## config.mk

```make
export PLATFORM = sky130hd
export DESIGN_NAME = comm_controller_n
export DESIGN_NICKNAME = d
export VERILOG_FILES = /design/src/rtl/comm_pkg.sv /design/src/rtl/comm_tx_sequencer.sv /design/src/rtl/comm_controller_n.sv
export SDC_FILE = /design/constraint.sdc
export NUM_CORES = 1
export LEC_CHECK = 0
export CAP_MARGIN = 20
export CORE_MARGIN = 3
export CORE_UTILIZATION = 40
export CTS_BUF_LIST = sky130_fd_sc_hd__clkbuf_2 sky130_fd_sc_hd__clkbuf_4 sky130_fd_sc_hd__clkbuf_8
export DETAILED_ROUTE_END_ITERATION = 16
export DONT_BUFFER_PORTS = 1
export GPL_TIMING_DRIVEN = 0
export MAX_ROUTING_LAYER = met4
export SYNTH_ARGS = -nofsm -noshare
export SYNTH_HDL_FRONTEND = slang
export SYNTH_HIERARCHICAL = 1
export SYNTH_SLANG_ARGS = --single-unit
export TNS_END_PERCENT = 20
```

## constraint.sdc

```tcl
create_clock -name clk -period 2.3 [get_ports clk]
set_input_delay 0.46 -clock clk [delete_from_list [all_inputs] [get_ports clk]]
set_output_delay 0.46 -clock clk [all_outputs]
set_load 0.01 [all_outputs]
```

## src/rtl/comm_pkg.sv

```systemverilog
// -----------------------------------------------------------------------------
// comm_pkg
// Shared definitions for the perceptron host protocol engine:
//   - opcode and response byte values
//   - FSM state encoding (shared by the top controller and the TX sequencer)
//   - transmit sequence kinds
//   - byte_lsb(): bit position of the idx-th byte of a packed word array
// -----------------------------------------------------------------------------
package comm_pkg;

  localparam logic [7:0] OP_READ       = 8'd5;
  localparam logic [7:0] OP_WR_WEIGHTS = 8'd50;
  localparam logic [7:0] OP_WR_INPUTS  = 8'd51;

  localparam logic [7:0] RESP_DATA     = 8'd100;
  localparam logic [7:0] RESP_OK       = 8'd101;
  localparam logic [7:0] RESP_ERR      = 8'd102;

  typedef enum logic [3:0] {
    IDLE,
    RX_WAIT,
    RX_STORE,
    RX_CHECK,
    COMMIT,
    TX_LOAD,
    TX_SEND,
    TX_GUARD,
    TX_WAIT
  } state_t;

  typedef enum logic [1:0] {
    TXK_READ,
    TXK_OK,
    TXK_ERR
  } tx_kind_t;

  // Bytes travel word 0 first and MSB first within a word, while word i sits
  // at [i*W +: W]. Maps a wire-order byte index onto its LSB bit position.
  function automatic int byte_lsb(input int idx, input int wb);
    return ((idx / wb) * wb + (wb - 1 - (idx % wb))) * 8;
  endfunction

  function automatic logic is_write_op(input logic [7:0] b);
    return (b == OP_WR_WEIGHTS) || (b == OP_WR_INPUTS);
  endfunction

endpackage

```

## src/rtl/comm_tx_sequencer.sv

```systemverilog
// -----------------------------------------------------------------------------
// comm_tx_sequencer
// Hands one byte to the UART transmitter with a busy-aware handshake:
//   TX_SEND  : wait for tx_busy low, then pulse tx_send for one cycle
//   TX_GUARD : one cycle that ignores tx_busy (the UART needs a cycle to raise it)
//   TX_WAIT  : wait for tx_busy low, then pulse done and return to IDLE
// Ports:
//   clk, rst_n   clock, asynchronous active-low reset
//   tx_busy      UART transmitter busy
//   byte_in      byte to send, captured when start is high in IDLE
//   start        one-cycle request to send byte_in
//   done         one-cycle pulse when the UART has finished with the byte
//   tx_byte      byte to the UART, forced to 0 whenever tx_send is low
//   tx_send      one-cycle pulse starting a UART transmission
// -----------------------------------------------------------------------------
module comm_tx_sequencer
  import comm_pkg::*;
(
  input  logic       clk,
  input  logic       rst_n,
  input  logic       tx_busy,
  input  logic [7:0] byte_in,
  input  logic       start,
  output logic       done,
  output logic [7:0] tx_byte,
  output logic       tx_send
);

  state_t     state_q, state_d;
  logic [7:0] byte_q;

  // NOTE: sequential state uses non-blocking assignments so every flop samples
  // pre-edge values regardless of statement order.
  always_ff @(posedge clk or negedge rst_n) begin
    if (!rst_n) begin
      state_q <= IDLE;
      byte_q  <= '0;
    end else begin
      state_q <= state_d;
      if (state_q == IDLE && start) byte_q <= byte_in;
    end
  end

  // NOTE: every combinational output gets a default first so no path
  // through the case infers a latch.
  always_comb begin
    state_d = state_q;
    case (state_q)
      IDLE:     if (start)    state_d = TX_SEND;
      TX_SEND:  if (!tx_busy) state_d = TX_GUARD;
      TX_GUARD:               state_d = TX_WAIT;
      TX_WAIT:  if (!tx_busy) state_d = IDLE;
      default:                state_d = IDLE;
    endcase
  end

  always_comb begin
    tx_send = (state_q == TX_SEND) && !tx_busy;
    tx_byte = tx_send ? byte_q : 8'h00;
    done    = (state_q == TX_WAIT) && !tx_busy;
  end

endmodule

```

## src/rtl/comm_controller_n.sv

```systemverilog
// -----------------------------------------------------------------------------
// comm_controller_n
// Byte-level host protocol engine between the UART rx/tx pair and an
// N-input perceptron core.
//   Write frame : opcode, N_INPUTS*WORD_BYTES payload bytes, XOR checksum
//                 -> RESP_OK and a one-cycle commit strobe, or RESP_ERR
//   Read        : READ -> RESP_DATA, weight words, result word, XOR checksum
//   Errors      : bad checksum, unknown opcode or inter-byte timeout send
//                 RESP_ERR and set the sticky frame_err flag
// Ports:
//   clk, rst_n          clock, asynchronous active-low reset
//   rx_byte, rx_ready   received byte, valid while rx_ready is high
//   rx_clear            one-cycle pulse consuming rx_byte
//   tx_busy             UART transmitter busy
//   tx_byte, tx_send    byte to transmit and its one-cycle start pulse
//   weights, result     live perceptron weights and output (read source)
//   weights_new         committed weights, word i at [i*W +: W]
//   inputs_new          committed inputs, same packing
//   weight_write        one-cycle strobe, weights_new updated this cycle
//   input_write         one-cycle strobe, inputs_new updated this cycle
//   frame_err           sticky error flag, cleared by the next good frame
// -----------------------------------------------------------------------------
module comm_controller_n
  import comm_pkg::*;
#(
  parameter int N_INPUTS       = 2,
  parameter int WORD_BYTES     = 2,
  parameter int TIMEOUT_CYCLES = 120000
) (
  input  logic                              clk,
  input  logic                              rst_n,
  input  logic [7:0]                        rx_byte,
  input  logic                              rx_ready,
  input  logic                              tx_busy,
  input  logic [N_INPUTS*8*WORD_BYTES-1:0]  weights,
  input  logic [8*WORD_BYTES-1:0]           result,
  output logic                              rx_clear,
  output logic [7:0]                        tx_byte,
  output logic                              tx_send,
  output logic [N_INPUTS*8*WORD_BYTES-1:0]  weights_new,
  output logic [N_INPUTS*8*WORD_BYTES-1:0]  inputs_new,
  output logic                              weight_write,
  output logic                              input_write,
  output logic                              frame_err
);

  localparam int W      = 8 * WORD_BYTES;
  localparam int P      = N_INPUTS * WORD_BYTES;        // payload bytes
  localparam int TX_LEN = P + WORD_BYTES + 2;           // full read reply
  localparam int CW     = $clog2(P + 1);
  localparam int IW     = $clog2(TX_LEN);
  localparam int TW     = (TIMEOUT_CYCLES > 1) ? $clog2(TIMEOUT_CYCLES) : 1;

  state_t                  state_q, state_d;
  tx_kind_t                tx_kind_q;
  logic [7:0]              op_q;
  logic [CW-1:0]           cnt_q;
  logic [7:0]              chk_q;
  logic [N_INPUTS*W-1:0]   shadow_q;
  logic [TW-1:0]           timer_q;
  logic [IW-1:0]           tx_idx_q;
  logic [7:0]              tx_chk_q;
  logic                    alive_q;

  logic                    rx_take;
  logic                    timer_fire;
  logic                    tx_last;
  logic [7:0]              load_byte;
  logic                    seq_start;
  logic                    seq_done;

  // alive_q is 0 only while reset is held and on the first edge after it,
  // keeping rx_clear low in reset even if the UART is already presenting a byte.
  assign rx_take    = rx_ready && alive_q;
  assign timer_fire = (timer_q == TW'(TIMEOUT_CYCLES - 1));
  assign tx_last    = (tx_kind_q != TXK_READ) || (int'(tx_idx_q) == TX_LEN - 1);

  // ---------------------------------------------------------------- state reg
  always_ff @(posedge clk or negedge rst_n) begin
    if (!rst_n) state_q <= IDLE;
    else        state_q <= state_d;
  end

  // --------------------------------------------------------------- next state
  always_comb begin
    state_d = state_q;
    case (state_q)
      IDLE: begin
        if (rx_take) state_d = is_write_op(rx_byte) ? RX_WAIT : TX_LOAD;
      end
      RX_WAIT: begin
        if (rx_ready)        state_d = (cnt_q != '0) ? RX_STORE : RX_CHECK;
        else if (timer_fire) state_d = TX_LOAD;
      end
      RX_STORE: state_d = RX_WAIT;
      RX_CHECK: state_d = (rx_byte == chk_q) ? COMMIT : TX_LOAD;
      COMMIT:   state_d = TX_LOAD;
      TX_LOAD:  state_d = TX_SEND;
      // The top parks in TX_SEND while the sequencer walks its own
      // TX_SEND / TX_GUARD / TX_WAIT handshake for the current byte.
      TX_SEND: begin
        if (seq_done) state_d = tx_last ? IDLE : TX_LOAD;
      end
      default: state_d = IDLE;
    endcase
  end

  // ------------------------------------------------------------------ outputs
  always_comb begin
    rx_clear  = 1'b0;
    seq_start = 1'b0;
    case (state_q)
      IDLE:               rx_clear  = rx_take;
      RX_STORE, RX_CHECK: rx_clear  = 1'b1;
      TX_LOAD:            seq_start = 1'b1;
      default: ;
    endcase
  end

  // Byte for the current reply position. Read data is sampled here, one byte
  // at a time, so a reply is not an atomic snapshot of the weights.
  always_comb begin
    load_byte = RESP_ERR;
    case (tx_kind_q)
      TXK_OK:  load_byte = RESP_OK;
      TXK_ERR: load_byte = RESP_ERR;
      default: begin
        if (tx_idx_q == '0) begin
          load_byte = RESP_DATA;
        end else if (int'(tx_idx_q) == TX_LEN - 1) begin
          load_byte = tx_chk_q;
        end else begin
          load_byte = 8'h00;
          for (int b = 0; b < P; b++)
            if (int'(tx_idx_q) == b + 1)
              load_byte = weights[byte_lsb(b, WORD_BYTES) +: 8];
          for (int b = 0; b < WORD_BYTES; b++)
            if (int'(tx_idx_q) == P + 1 + b)
              load_byte = result[byte_lsb(b, WORD_BYTES) +: 8];
        end
      end
    endcase
  end

  // ----------------------------------------------------------------- datapath
  // NOTE: the shadow buffer is a plain register vector, not a RAM, so it is
  // cleared by reset like every other flop here.
  always_ff @(posedge clk or negedge rst_n) begin
    if (!rst_n) begin
      tx_kind_q    <= TXK_OK;
      op_q         <= '0;
      cnt_q        <= '0;
      chk_q        <= '0;
      shadow_q     <= '0;
      timer_q      <= '0;
      tx_idx_q     <= '0;
      tx_chk_q     <= '0;
      alive_q      <= 1'b0;
      weights_new  <= '0;
      inputs_new   <= '0;
      weight_write <= 1'b0;
      input_write  <= 1'b0;
      frame_err    <= 1'b0;
    end else begin
      alive_q      <= 1'b1;
      weight_write <= 1'b0;
      input_write  <= 1'b0;

      case (state_q)
        IDLE: begin
          tx_idx_q <= '0;
          tx_chk_q <= '0;
          if (rx_take) begin
            timer_q <= '0;
            if (is_write_op(rx_byte)) begin
              op_q  <= rx_byte;
              cnt_q <= CW'(P);
              chk_q <= rx_byte;
            end else if (rx_byte == OP_READ) begin
              tx_kind_q <= TXK_READ;
            end else begin
              tx_kind_q <= TXK_ERR;
              frame_err <= 1'b1;
            end
          end
        end

        RX_WAIT: begin
          if (!rx_ready) begin
            if (timer_fire) begin
              timer_q   <= '0;
              tx_kind_q <= TXK_ERR;
              frame_err <= 1'b1;
            end else begin
              timer_q <= timer_q + TW'(1);
            end
          end
        end

        RX_STORE: begin
          for (int b = 0; b < P; b++)
            if (b == P - int'(cnt_q))
              shadow_q[byte_lsb(b, WORD_BYTES) +: 8] <= rx_byte;
          chk_q   <= chk_q ^ rx_byte;
          cnt_q   <= cnt_q - CW'(1);
          timer_q <= '0;
        end

        RX_CHECK: begin
          timer_q <= '0;
          if (rx_byte != chk_q) begin
            tx_kind_q <= TXK_ERR;
            frame_err <= 1'b1;
          end
        end

        // Committed words and their strobe change on the same edge, so the
        // core never sees a half-written word.
        COMMIT: begin
          if (op_q == OP_WR_WEIGHTS) begin
            weights_new  <= shadow_q;
            weight_write <= 1'b1;
          end else begin
            inputs_new  <= shadow_q;
            input_write <= 1'b1;
          end
          frame_err <= 1'b0;
          tx_kind_q <= TXK_OK;
        end

        TX_LOAD: tx_chk_q <= tx_chk_q ^ load_byte;

        TX_SEND: begin
          if (seq_done && !tx_last) tx_idx_q <= tx_idx_q + IW'(1);
        end

        default: ;
      endcase
    end
  end

  comm_tx_sequencer u_tx_seq (
    .clk     (clk),
    .rst_n   (rst_n),
    .tx_busy (tx_busy),
    .byte_in (load_byte),
    .start   (seq_start),
    .done    (seq_done),
    .tx_byte (tx_byte),
    .tx_send (tx_send)
  );

endmodule

```

After elaboration in Yosys (flattened, before gate mapping)
Cells that the tools add are included.

cells by class
  $add $sub $neg = 4
  reduce and logical (&&, ||, !) cells = 35
  bitwise operators = 3
  equality and inequality tests = 41
  multiplexer cells = 56

operators with widths
  kind                   number
  $mux 8                 11
  $mux 17                3
  $pmux 17 s3            1
  $pmux 8 s2             3
  $logic_not 32->1       1
  $mux 4                 7
  $pmux 4 s7             1
  $eq 8x6->1 const B     3
  $ne 2x2->1 const B     11
  $eq 4x3->1 const B     5
  $add 17x1->17 const B  1
  $eq 17x17->1 const B   1
  $pmux 4 s4             1
  $xor 8x8->8            2
  $mux 3                 5
  $reduce_and 3->1       5
  $reduce_and 2->1       7
  $mux 1                 13
  $eq 3x3->1 const B     4
  $mux 2                 6
  $pmux 3 s2             2
  $eq 3x4->1 const A     2
  $eq 4x2->1 const B     2
  $eq 8x3->1 const B     1
  other kinds (29)       41

word-level totals
  word-level logic and storage cells = 159
  input bits = 60
  output and inout bits = 77
  bits in registers = 165

Depth between registers and ports, before layout
Gate-level depths: netlist of run 1.

  depth in word-level cells = 12
  mapped depth = 10

Modules after synthesis
Netlist of run 1, hierarchy kept.

modules (own cells, without submodules)
  module             area each (um^2)  sequential area each (um^2)  cells an instance  times used
  comm_controller_n  7328.3            3804.9                       659                1
  comm_tx_sequencer  505.5             275.3                        37                 1

Worst setup path before layout of run 1
Ideal clock, no wire load.

  path type = reg-to-reg
  start = register tx_idx_q[2]
  end = register tx_chk_q[5]
  path slack = 0.081 ns
  stages on the path, launching flop included = 10
  data arrival time = 2.123 ns
  cell sequence = dfrtp_1 inv_2 clkbuf_1 ha_1 clkbuf_1 a22oi_1 o31ai_1 a211oi_1 mux2_1 o31ai_1

between the ends
  longest elaborated chain between the ends = 12
  elaborated cells between the ends (all ways) = 19
  classes of those cells = eq/ne: 7; mux: 10; bitwise: 1; reduce/logical: 1

RTL lines
  element                 RTL line                  source
  start, declared         comm_controller_n.sv:61   logic [IW-1:0] tx_idx_q;
  start signal, assigned  comm_controller_n.sv:234  if (seq_done && !tx_last) tx_idx_q <= tx_idx_q + IW'(1);
  $eq 3x2->1              comm_controller_n.sv:135  if (int'(tx_idx_q) == b + 1)
  $mux 8 (4 in a row)     comm_controller_n.sv:135
  $mux 8 (2 in a row)     comm_controller_n.sv:138  if (int'(tx_idx_q) == P + 1 + b)
  $mux 8                  comm_controller_n.sv:130  end else if (int'(tx_idx_q) == TX_LEN - 1) begin
  $mux 8 (*)              comm_controller_n.sv:128  if (tx_idx_q == '0) begin
  $pmux 8 s2 (*)          comm_controller_n.sv:124  case (tx_kind_q)
  $xor 8x8->8 (*)         comm_controller_n.sv:231  TX_LOAD: tx_chk_q <= tx_chk_q ^ load_byte;
  $pmux 8 s2 (*)          comm_controller_n.sv:169  case (state_q)
  end signal, assigned    comm_controller_n.sv:231
  end, declared           comm_controller_n.sv:62   logic [7:0] tx_chk_q;

Mark *: on every way between the ends. The rest lies on a longest branch, timed or not.
A chain may end at the register's enable or synchronous reset.

Worst setup path in the final report of run 1
  start = register tx_idx_q[2]
  end = register tx_chk_q[2]

The elaborated chain is that of the path after synthesis.

==> results.yml, run 1 <==
setup_path:
  critical-path-top-delay-family: "compound AO/OA/AOI/OAI gates"
  r2r_slack_ns: 0.04
  crit_chain: "inv_2, buf_4, ha_2, buf_6, a22oi_2, o31ai_2, a211oi_2, buf_4, mux2_4, o31ai_4"
  crit_fanout: 10
  crit_path_end_kind: "flop"
  cp-start-kind: "flop"
  crit_arrival_ns: 2.61
  r2r_end: "tx_chk_q[2]$_DFFE_PN0P_"
  required_ns: 2.65
  worstSetupPathType: "reg -> reg"
  max_stage_delay_ns: 0.42
  rr_startpoint: "tx_idx_q[2]$_DFFE_PN0P_"
  critPathBufInv: 4
  slowest_stage: "dfrtp_2"
  cp_common_cell: "buf_4"
  worstRegToRegCells: 10
clock_network:
  cts_buffers: 17
  clock_latency_ns: 0.45
  clockRootBuffer: "clkbuf_8"
  clock_path_buffers: 2
  htree_levels: 4
  clock-sinks: 163
  path_clk_slew_ns: 0.09
  tritoncts: "done"
power:
  ir_worst_vdd_mv: 0.588
  p_leak_nw: 3.81
  power_density_mw_per_mm2: 1010
drt:
  vias: 5373
  routed_wl_um: 18100
  drc_errors: 0
  first_pass_iters: 4
  avgViaCountPerCell: 5.39
  ant_nets: 0
  drt-initial-drc-count: 334
  wire_per_inst_um: 18.2
die:
  die_y_um: 146
  io_pins: 137
  start_util: 0.413
  die-area_mm2: 0.0213
  dieWidth_um: 146
  core_mm2: 0.0190
  rows: 50
sta:
  setup_ws_ns: 0.0391
  slew_violations: 0
  tightest_slew_ns: 0.763
  hold_ws_ns: -0.304
  rsz0062_at_grt: "true"
  hold_violations: 163
  fmax_mhz: 442
  fin_crit_sh: 0.983
  min_period_ns: 2.26
  fin_skew_ns: 0.0136
  finalSetupViolations: 0
  slew_headroom: 0.487
  tns_ns: 0
place:
  dpl-instance-area_mm2: 0.00816
  place_worst_setup_slack_ns: -0.534
  port_buffers: 0
  gp_congestion: 0.903
  dp.final_hpwl_um: 12700
hold_path:
  min_path_type: "in -> async"
logic_synthesis:
  ys_seq_elements: 163
  synth_area_leaders: "dfrtp_1 (52%), mux2_1 (10%), mux2_2 (5.5%)"
  yosys-top-cells-count: "dfrtp_1 (162), nand2_1 (73), mux2_1 (70)"
  async_flop_share: 1.00
  synth_cell_types: 63
  yosysTopAreaCellShare: 0.517
  synth_edf_count: 0
  seq_area_frac_synth: 0.521
  synthCells: 696
  synth.most_common_cell: "dfrtp_1"
  yosys_most_used_dff: "dfrtp_1"
  synth.avg_cell_area_um2: 11.3
  syn_nets: 772
  ys.warnings.count: 6
  synth.cell_area_mm2: 0.00783
  yosys.area.top_type: "dfrtp_1"
outcome:
  failed_checks: "hold timing"
  status: "complete, but fails checks"
finish:
  finalNetCount: 800
  stdcell_area_mm2: 0.00873
  n_antenna_cell: 0
  drive_gt1_frac: 0.193
  syn_to_final_growth_pct: 11.5
global_routing:
  grt_max_degree: 164
  grt_pass1_vias: 5635
  grtUsageTotal: 0.178
  antenna_found_initial: 0
  grt_pass1_wl_um: 29900
  grt-ovfl-total: 0
run:
  cap_violations: 0
-- kinds of logic after synthesis --
| kind of cell | synth area share |
|---|---|
| other | 0.000479 |
| flip-flops | 0.521 |
| adder cells (fa/ha/maj) | 0.0256 |
| XOR/XNOR | 0.0235 |
| AO/OA/AOI/OAI | 0.0979 |
| AND/OR/NAND/NOR | 0.141 |
| multiplexers | 0.162 |
| buffers and inverters | 0.0292 |
-- worst register-to-register path, stage by stage, from the launching register on --
cell,delay (ns)
dfrtp_2,0.42
inv_2,0.08
buf_4,0.18
ha_2,0.20
buf_6,0.13
a22oi_2,0.09
o31ai_2,0.24
a211oi_2,0.11
buf_4,0.17
mux2_4,0.31
o31ai_4,0.24
-- cells in the final DEF, fill, tap and decap left out, types with 15 or more instances in the layout --
cell      count
a21oi_1      37
clkbuf_8     18
dfrtp_1     160
inv_1        23
mux2_1       68
mux2_2       39
nand2_1      72
nor2_1       27
nor3_1       15
o21ai_0      22
xnor2_1      18
-- power by group --
group	internal, mW	switching [mW]	leakage [nW]	total (mW)
sequential	3.72	0.799	2.07	4.52
clock	0.821	1.09	0.183	1.91
combinational	1.14	1.25	1.56	2.39
-- worst max path at each step --
| stage | cells past startpoint | endpoint | startpoint | slack, ns |
|---|---|---|---|---|
| final | 10 | tx_chk_q[2]$_DFFE_PN0P_ | tx_idx_q[2]$_DFFE_PN0P_ | 0.04 |
| after global routing | 3 | tx_byte[3] | u_tx_seq/state_q[0]$_DFFE_PN0P_ | -0.05 |
| after CTS | 9 | tx_chk_q[5]$_DFFE_PN0P_ | tx_idx_q[0]$_DFFE_PN0P_ | -0.02 |
| after detailed placement | 9 | tx_chk_q[5]$_DFFE_PN0P_ | tx_idx_q[2]$_DFFE_PN0P_ | -0.53 |
| after global placement | 9 | tx_chk_q[5]$_DFFE_PN0P_ | tx_idx_q[2]$_DFFE_PN0P_ | -0.41 |
| after floorplan | 9 | tx_chk_q[5]$_DFFE_PN0P_ | tx_idx_q[2]$_DFFE_PN0P_ | 0.08 |
-- layer usage --
metal  GRT usage  wire (um)  up-vias
met2       0.273       8370      168
met5           -          0        -
met1       0.219       7920     2656
li1            -          -     2523
met3      0.0651       1500       26
met4      0.0608        345        0
-- through the flow --
step	power [mW]	utilization	std cells
after detailed placement	6.89	0.430	956
after global routing	9.48	0.461	997
after floorplan	6.22	-	696
after CTS	8.90	0.455	993
after global placement	6.75	0.430	956
final	8.82	0.461	997
-- flip-flops by register name, indices dropped and copies added (netlist names), 2 cells and up --
| name | count |
|---|---|
| u_tx_seq/byte_q | 8 |
| tx_kind_q | 2 |
| shadow_q | 32 |
| chk_q | 8 |
| inputs_new | 32 |
| tx_chk_q | 8 |
| weights_new | 32 |
| u_tx_seq/state_q | 3 |
| state_q | 3 |
| timer_q | 17 |
| tx_idx_q | 3 |
| op_q | 8 |
| cnt_q | 3 |
-- repair_timing --
action                                 4_1_cts  5_1_grt
gates cloned                                 1        0
setup endpoints to repair                   40       82
gates resized for setup                     17       37
endpoints found under the hold margin      163      163
pin swaps                                    5        6
setup buffers                                5        4
-- layout make-up --
type / instances / area, um2
plain buffers: 30 / 154
clock buffers: 20 / 263
clock inverters: 12 / 97.6
fillers: 1717 / 10200
inverters: 27 / 101
multi-input cells: 476 / 3640
flip-flops and latches: 163 / 4080
well taps: 260 / 325
repair buffers: 9 / 67.6
Note: power is estimated with default switching activity, not from simulation.
==> run 2: changes to the inputs <==
--- a/config.mk
+++ b/config.mk
@@ -8,7 +8,6 @@
 export CAP_MARGIN = 20
 export CORE_MARGIN = 3
 export CORE_UTILIZATION = 40
-export CTS_BUF_LIST = sky130_fd_sc_hd__clkbuf_2 sky130_fd_sc_hd__clkbuf_4 sky130_fd_sc_hd__clkbuf_8
 export DETAILED_ROUTE_END_ITERATION = 16
 export DONT_BUFFER_PORTS = 1
 export GPL_TIMING_DRIVEN = 0
==> results.yml, run 2 (synthesized netlist as in run 1, its figures left out) <==
setup_path:
  required_ns: 2.62
  r2r_slack_ns: 0.01
  crit_arrival_ns: 2.60
  max_stage_delay_ns: 0.36
  crit_fanout: 10
  r2r_end: "tx_chk_q[2]$_DFFE_PN0P_"
  cp_common_cell: "buf_4"
  worstSetupPathType: "reg -> reg"
  crit_path_end_kind: "flop"
  rr_startpoint: "tx_idx_q[2]$_DFFE_PN0P_"
  worstRegToRegCells: 10
  critPathBufInv: 4
  crit_chain: "inv_2, buf_4, ha_1, buf_4, a22oi_2, o31ai_2, a211oi_2, buf_4, mux2_4, o31ai_2"
  critical-path-top-delay-family: "compound AO/OA/AOI/OAI gates"
  slowest_stage: "dfrtp_2"
  cp-start-kind: "flop"
drt:
  wl_met3_um: 1560
  maxUsedRoutingLayer: "met4"
  met2_length_um: 8450
  avgViaCountPerCell: 5.39
  routed_wl_um: 18000
  vias: 5355
  drc_errors: 0
  drt-initial-drc-count: 277
  wl_met1_um: 7750
  ant_nets: 0
  first_pass_iters: 4
  wire_per_inst_um: 18.1
die:
  io_pins: 137
  die-area_mm2: 0.0213
  rows: 50
  die_y_um: 146
  start_util: 0.413
  core_mm2: 0.0190
  dieWidth_um: 146
sta:
  slew_violations: 0
  fmax_mhz: 438
  tightest_slew_ns: 0.746
  fin_crit_sh: 0.994
  finalSetupViolations: 0
  slew_headroom: 0.498
  fin_skew_ns: 0.00875
  min_period_ns: 2.29
  hold_ws_ns: -0.268
  tns_ns: 0
  hold_violations: 163
  setup_ws_ns: 0.0148
  rsz0062_at_grt: "true"
power:
  power_density_mw_per_mm2: 1070
  ir_worst_vdd_mv: 0.577
  p_leak_nw: 3.88
outcome:
  status: "complete, but fails checks"
  failed_checks: "hold timing"
finish:
  layout.cells.non_filler: 994
  syn_to_final_growth_pct: 13.3
  drive_gt1_frac: 0.178
  seqCellArea_mm2: 0.00408
  n_antenna_cell: 0
  top_regs: "inputs_new: 32 flops, shadow_q: 32 flops, weights_new: 32 flops"
  final_common_cell: "dfrtp_1"
  nFillCells: 1705
  final_cell_mix: "dfrtp_1 (160), nand2_1 (73), mux2_1 (69)"
  multi_input_area_mm2: 0.00361
  finalNetCount: 797
clock_network:
  clockRootBuffer: "clkbuf_16"
  clock_path_buffers: 2
  clock_latency_ns: 0.42
  tritoncts: "done"
  clock-sinks: 163
  cts_buffers: 17
  path_clk_slew_ns: 0.07
  htree_levels: 4
global_routing:
  grtUsageTotal: 0.177
  grt_pass1_wl_um: 29900
  grt_max_degree: 164
  grt_pass1_vias: 5624
  antenna_found_initial: 0
  grt-ovfl-total: 0
place:
  dp.final_hpwl_um: 12700
  place_worst_setup_slack_ns: -0.534
  place_inst: 956
  gp_congestion: 0.903
  port_buffers: 0
run:
  cap_violations: 0
hold_path:
  min_path_type: "in -> async"
## run 2: cell type report
type,count,area share
clock buffer,20,0.0503
tap,260,0.0367
timing repair buffer,7,0.00592
inverter,27,0.0114
buffer,30,0.0173
sequential,163,0.460
multi-input combinational,475,0.407
clock inverter,12,0.0110
## run 2: where the power goes
group	switching, mW	internal (mW)	total (mW)
clock network	1.18	1.43	2.62
registers	0.792	3.72	4.52
logic	1.24	1.13	2.37
total	3.21	6.29	9.50
## run 2: worst max-delay path by stage
stage,start,to,slack (ns),depth (start not counted)
floorplan,tx_idx_q[2]$_DFFE_PN0P_,tx_chk_q[5]$_DFFE_PN0P_,0.08,9
global placement,tx_idx_q[2]$_DFFE_PN0P_,tx_chk_q[5]$_DFFE_PN0P_,-0.41,9
detailed placement,tx_idx_q[2]$_DFFE_PN0P_,tx_chk_q[5]$_DFFE_PN0P_,-0.53,9
CTS,tx_idx_q[0]$_DFFE_PN0P_,tx_chk_q[5]$_DFFE_PN0P_,-0.03,8
global route,tx_idx_q[2]$_DFFE_PN0P_,tx_chk_q[2]$_DFFE_PN0P_,-0.09,10
finish,tx_idx_q[2]$_DFFE_PN0P_,tx_chk_q[2]$_DFFE_PN0P_,0.01,10
## run 2: per-layer routing
metal,track usage,vias to the layer above
li1,-,2512
met1,0.219,2649
met2,0.274,169
met3,0.0685,25
met4,0.0475,0
met5,-,-
## run 2: metrics by stage
step	utilization	hold slack [ns]	instance area, um2	power (mW)
global route	0.468	-0.296	8870	10.2
finish	0.468	-0.268	8870	9.50
CTS	0.463	-0.283	8780	9.58
global placement	0.430	0.170	8160	6.75
detailed placement	0.430	0.169	8160	6.89
floorplan	-	0.164	7830	6.22
## run 2: timing repair
action / in CTS / in global routing
endpoints found under the setup margin: 39 / 84
pin swaps: 2 / 6
hold endpoints to repair: 163 / 163
setup buffers: 4 / 3
resized for setup: 17 / 26
==> run 3: changes to the inputs <==
--- a/config.mk
+++ b/config.mk
@@ -6,12 +6,15 @@
 export NUM_CORES = 1
 export LEC_CHECK = 0
 export CAP_MARGIN = 20
+export CELL_PAD_IN_SITES_DETAIL_PLACEMENT = 1
+export CELL_PAD_IN_SITES_GLOBAL_PLACEMENT = 1
 export CORE_MARGIN = 3
 export CORE_UTILIZATION = 40
 export DETAILED_ROUTE_END_ITERATION = 16
 export DONT_BUFFER_PORTS = 1
 export GPL_TIMING_DRIVEN = 0
 export MAX_ROUTING_LAYER = met4
+export PLACE_DENSITY_LB_ADDON = 0.1
 export SYNTH_ARGS = -nofsm -noshare
 export SYNTH_HDL_FRONTEND = slang
 export SYNTH_HIERARCHICAL = 1
==> results.yml, run 3 (synthesized netlist as in run 1, its figures left out) <==
setup_path:
  crit_fanout: 10
  worstSetupPathType: "reg -> reg"
  required_ns: 2.61
  crit_path_end_kind: "flop"
  crit_arrival_ns: 2.58
  cp-start-kind: "flop"
global_routing:
  grtUsageMet2: 0.317
  use_met3: 0.0635
  grt_pass1_vias: 5854
  grt.busiest_layer: "met2"
  grtUsageTotal: 0.195
  grt.met1_usage: 0.240
  grt-ovfl-total: 0
  grt_pass1_wl_um: 32300
  antenna_found_initial: 0
  grt_max_degree: 164
sta:
  finalSetupViolations: 0
  hold_ws_ns: -0.260
  fmax_mhz: 441
  hold_violations: 163
  fin_skew_ns: 0.0144
  slew_violations: 0
  slew_headroom: 0.395
  fin_crit_sh: 0.987
  rsz0062_at_grt: "true"
  min_period_ns: 2.27
  tightest_slew_ns: 0.895
  tns_ns: 0
die:
  rows: 50
  die-area_mm2: 0.0213
  dieWidth_um: 146
  core_mm2: 0.0190
  io_pins: 137
  start_util: 0.413
  die_y_um: 146
clock_network:
  clock_latency_ns: 0.43
  clock_path_buffers: 2
  tritoncts: "done"
  clockRootBuffer: "clkbuf_16"
  path_clk_slew_ns: 0.06
  cts_buffers: 17
  htree_levels: 4
  clock-sinks: 163
power:
  p_leak_nw: 3.88
  power_density_mw_per_mm2: 1100
  ir_worst_vdd_mv: 0.658
  total_power_mw: 9.78
finish:
  drive_gt1_frac: 0.177
  top_regs: "inputs_new: 32 flops, shadow_q: 32 flops, weights_new: 32 flops"
  syn_to_final_growth_pct: 13.8
  stdcell_area_mm2: 0.00891
  n_antenna_cell: 0
  layout.cells.non_filler: 994
  final_common_cell: "dfrtp_1"
  final_cell_mix: "dfrtp_1 (162), mux2_1 (70), nand2_1 (69)"
  finalNetCount: 798
drt:
  avgViaCountPerCell: 5.45
  wire_per_inst_um: 20.0
  routed_wl_um: 19900
  first_pass_iters: 4
  drc_errors: 0
  vias: 5417
  drt-initial-drc-count: 290
  ant_nets: 0
place:
  gp_congestion: 0.811
  place_inst: 956
  port_buffers: 0
  dp.final_hpwl_um: 14000
  dpl-instance-area_mm2: 0.00816
run:
  cap_violations: 0
outcome:
  failed_checks: "hold timing"
  status: "complete, but fails checks"
hold_path:
  min_path_type: "in -> async"
-- run 3: changes by cell type in the layout (fill, tap and decap cells not counted), sizes merged --
cell | before | now
buf | 17 | 21
clkinvlp | 2 | 3
clkinv | 6 | 5
clkbuf | 40 | 35
bufinv | 0 | 1
-- run 3: critical path, cell delays in order (launching register included) --
cell and delay [ns]:
dfrtp_1 0.37, or4b_1 0.58, nor4_4 0.24, nand3_2 0.29, buf_2 0.33, mux2_1 0.35
-- run 3: final cells by class --
cell class	count	area [um2]
buffer	30	145
clock buffer	18	439
clock inverter	13	146
fill	2042	10000
inverter	27	101
multi-input combinational	475	3610
sequential	163	4080
tap	260	325
timing repair buffer	8	60.1
-- run 3: metal layers --
| metal | part of all wire | up-vias |
|---|---|---|
| met3 | 0.065 | 15 |
| met2 | 0.50 | 120 |
| met4 | 0.0084 | 0 |
| met5 | 0 | - |
| met1 | 0.43 | 2770 |
| li1 | - | 2512 |
-- run 3: path summary, 6_finish.rpt --
check,from,slack [ns],cells after the start,end
max reg2reg,op_q[0]$_DFFE_PN0P_,0.03,5,weights_new[19]$_DFFE_PN0P_
max in group asynchronous,rst_n,2.25,0,timer_q[0]$_DFFE_PN0P_
min in group clk,tx_busy,0.10,1,u_tx_seq/state_q[0]$_DFFE_PN0P_
max,op_q[0]$_DFFE_PN0P_,0.03,5,weights_new[19]$_DFFE_PN0P_
min reg2reg,op_q[1]$_DFFE_PN0P_,0.46,1,op_q[1]$_DFFE_PN0P_
min,rst_n,-0.26,0,tx_chk_q[0]$_DFFE_PN0P_
-- run 3: power by group --
part,internal [mW],leakage (nW),switching [mW]
sequential,3.72,2.07,0.818
combinational,1.14,1.54,1.30
clock,1.55,0.278,1.25
total,6.41,3.88,3.37
-- run 3: repair_timing --
action                     CTS  global route
gates resized for setup     17            24
hold endpoints to repair   163           163
setup endpoints to repair   73           113
buffers inserted             5             3
pin swaps                    1             6
-- run 3: through the flow --
step,setup WS [ns],utilization
final,0.0301,0.470
after global routing,-0.112,0.470
after CTS,-0.0258,0.466
after detailed placement,-0.470,0.430
after global placement,-0.440,0.430
after floorplan,0.0812,-
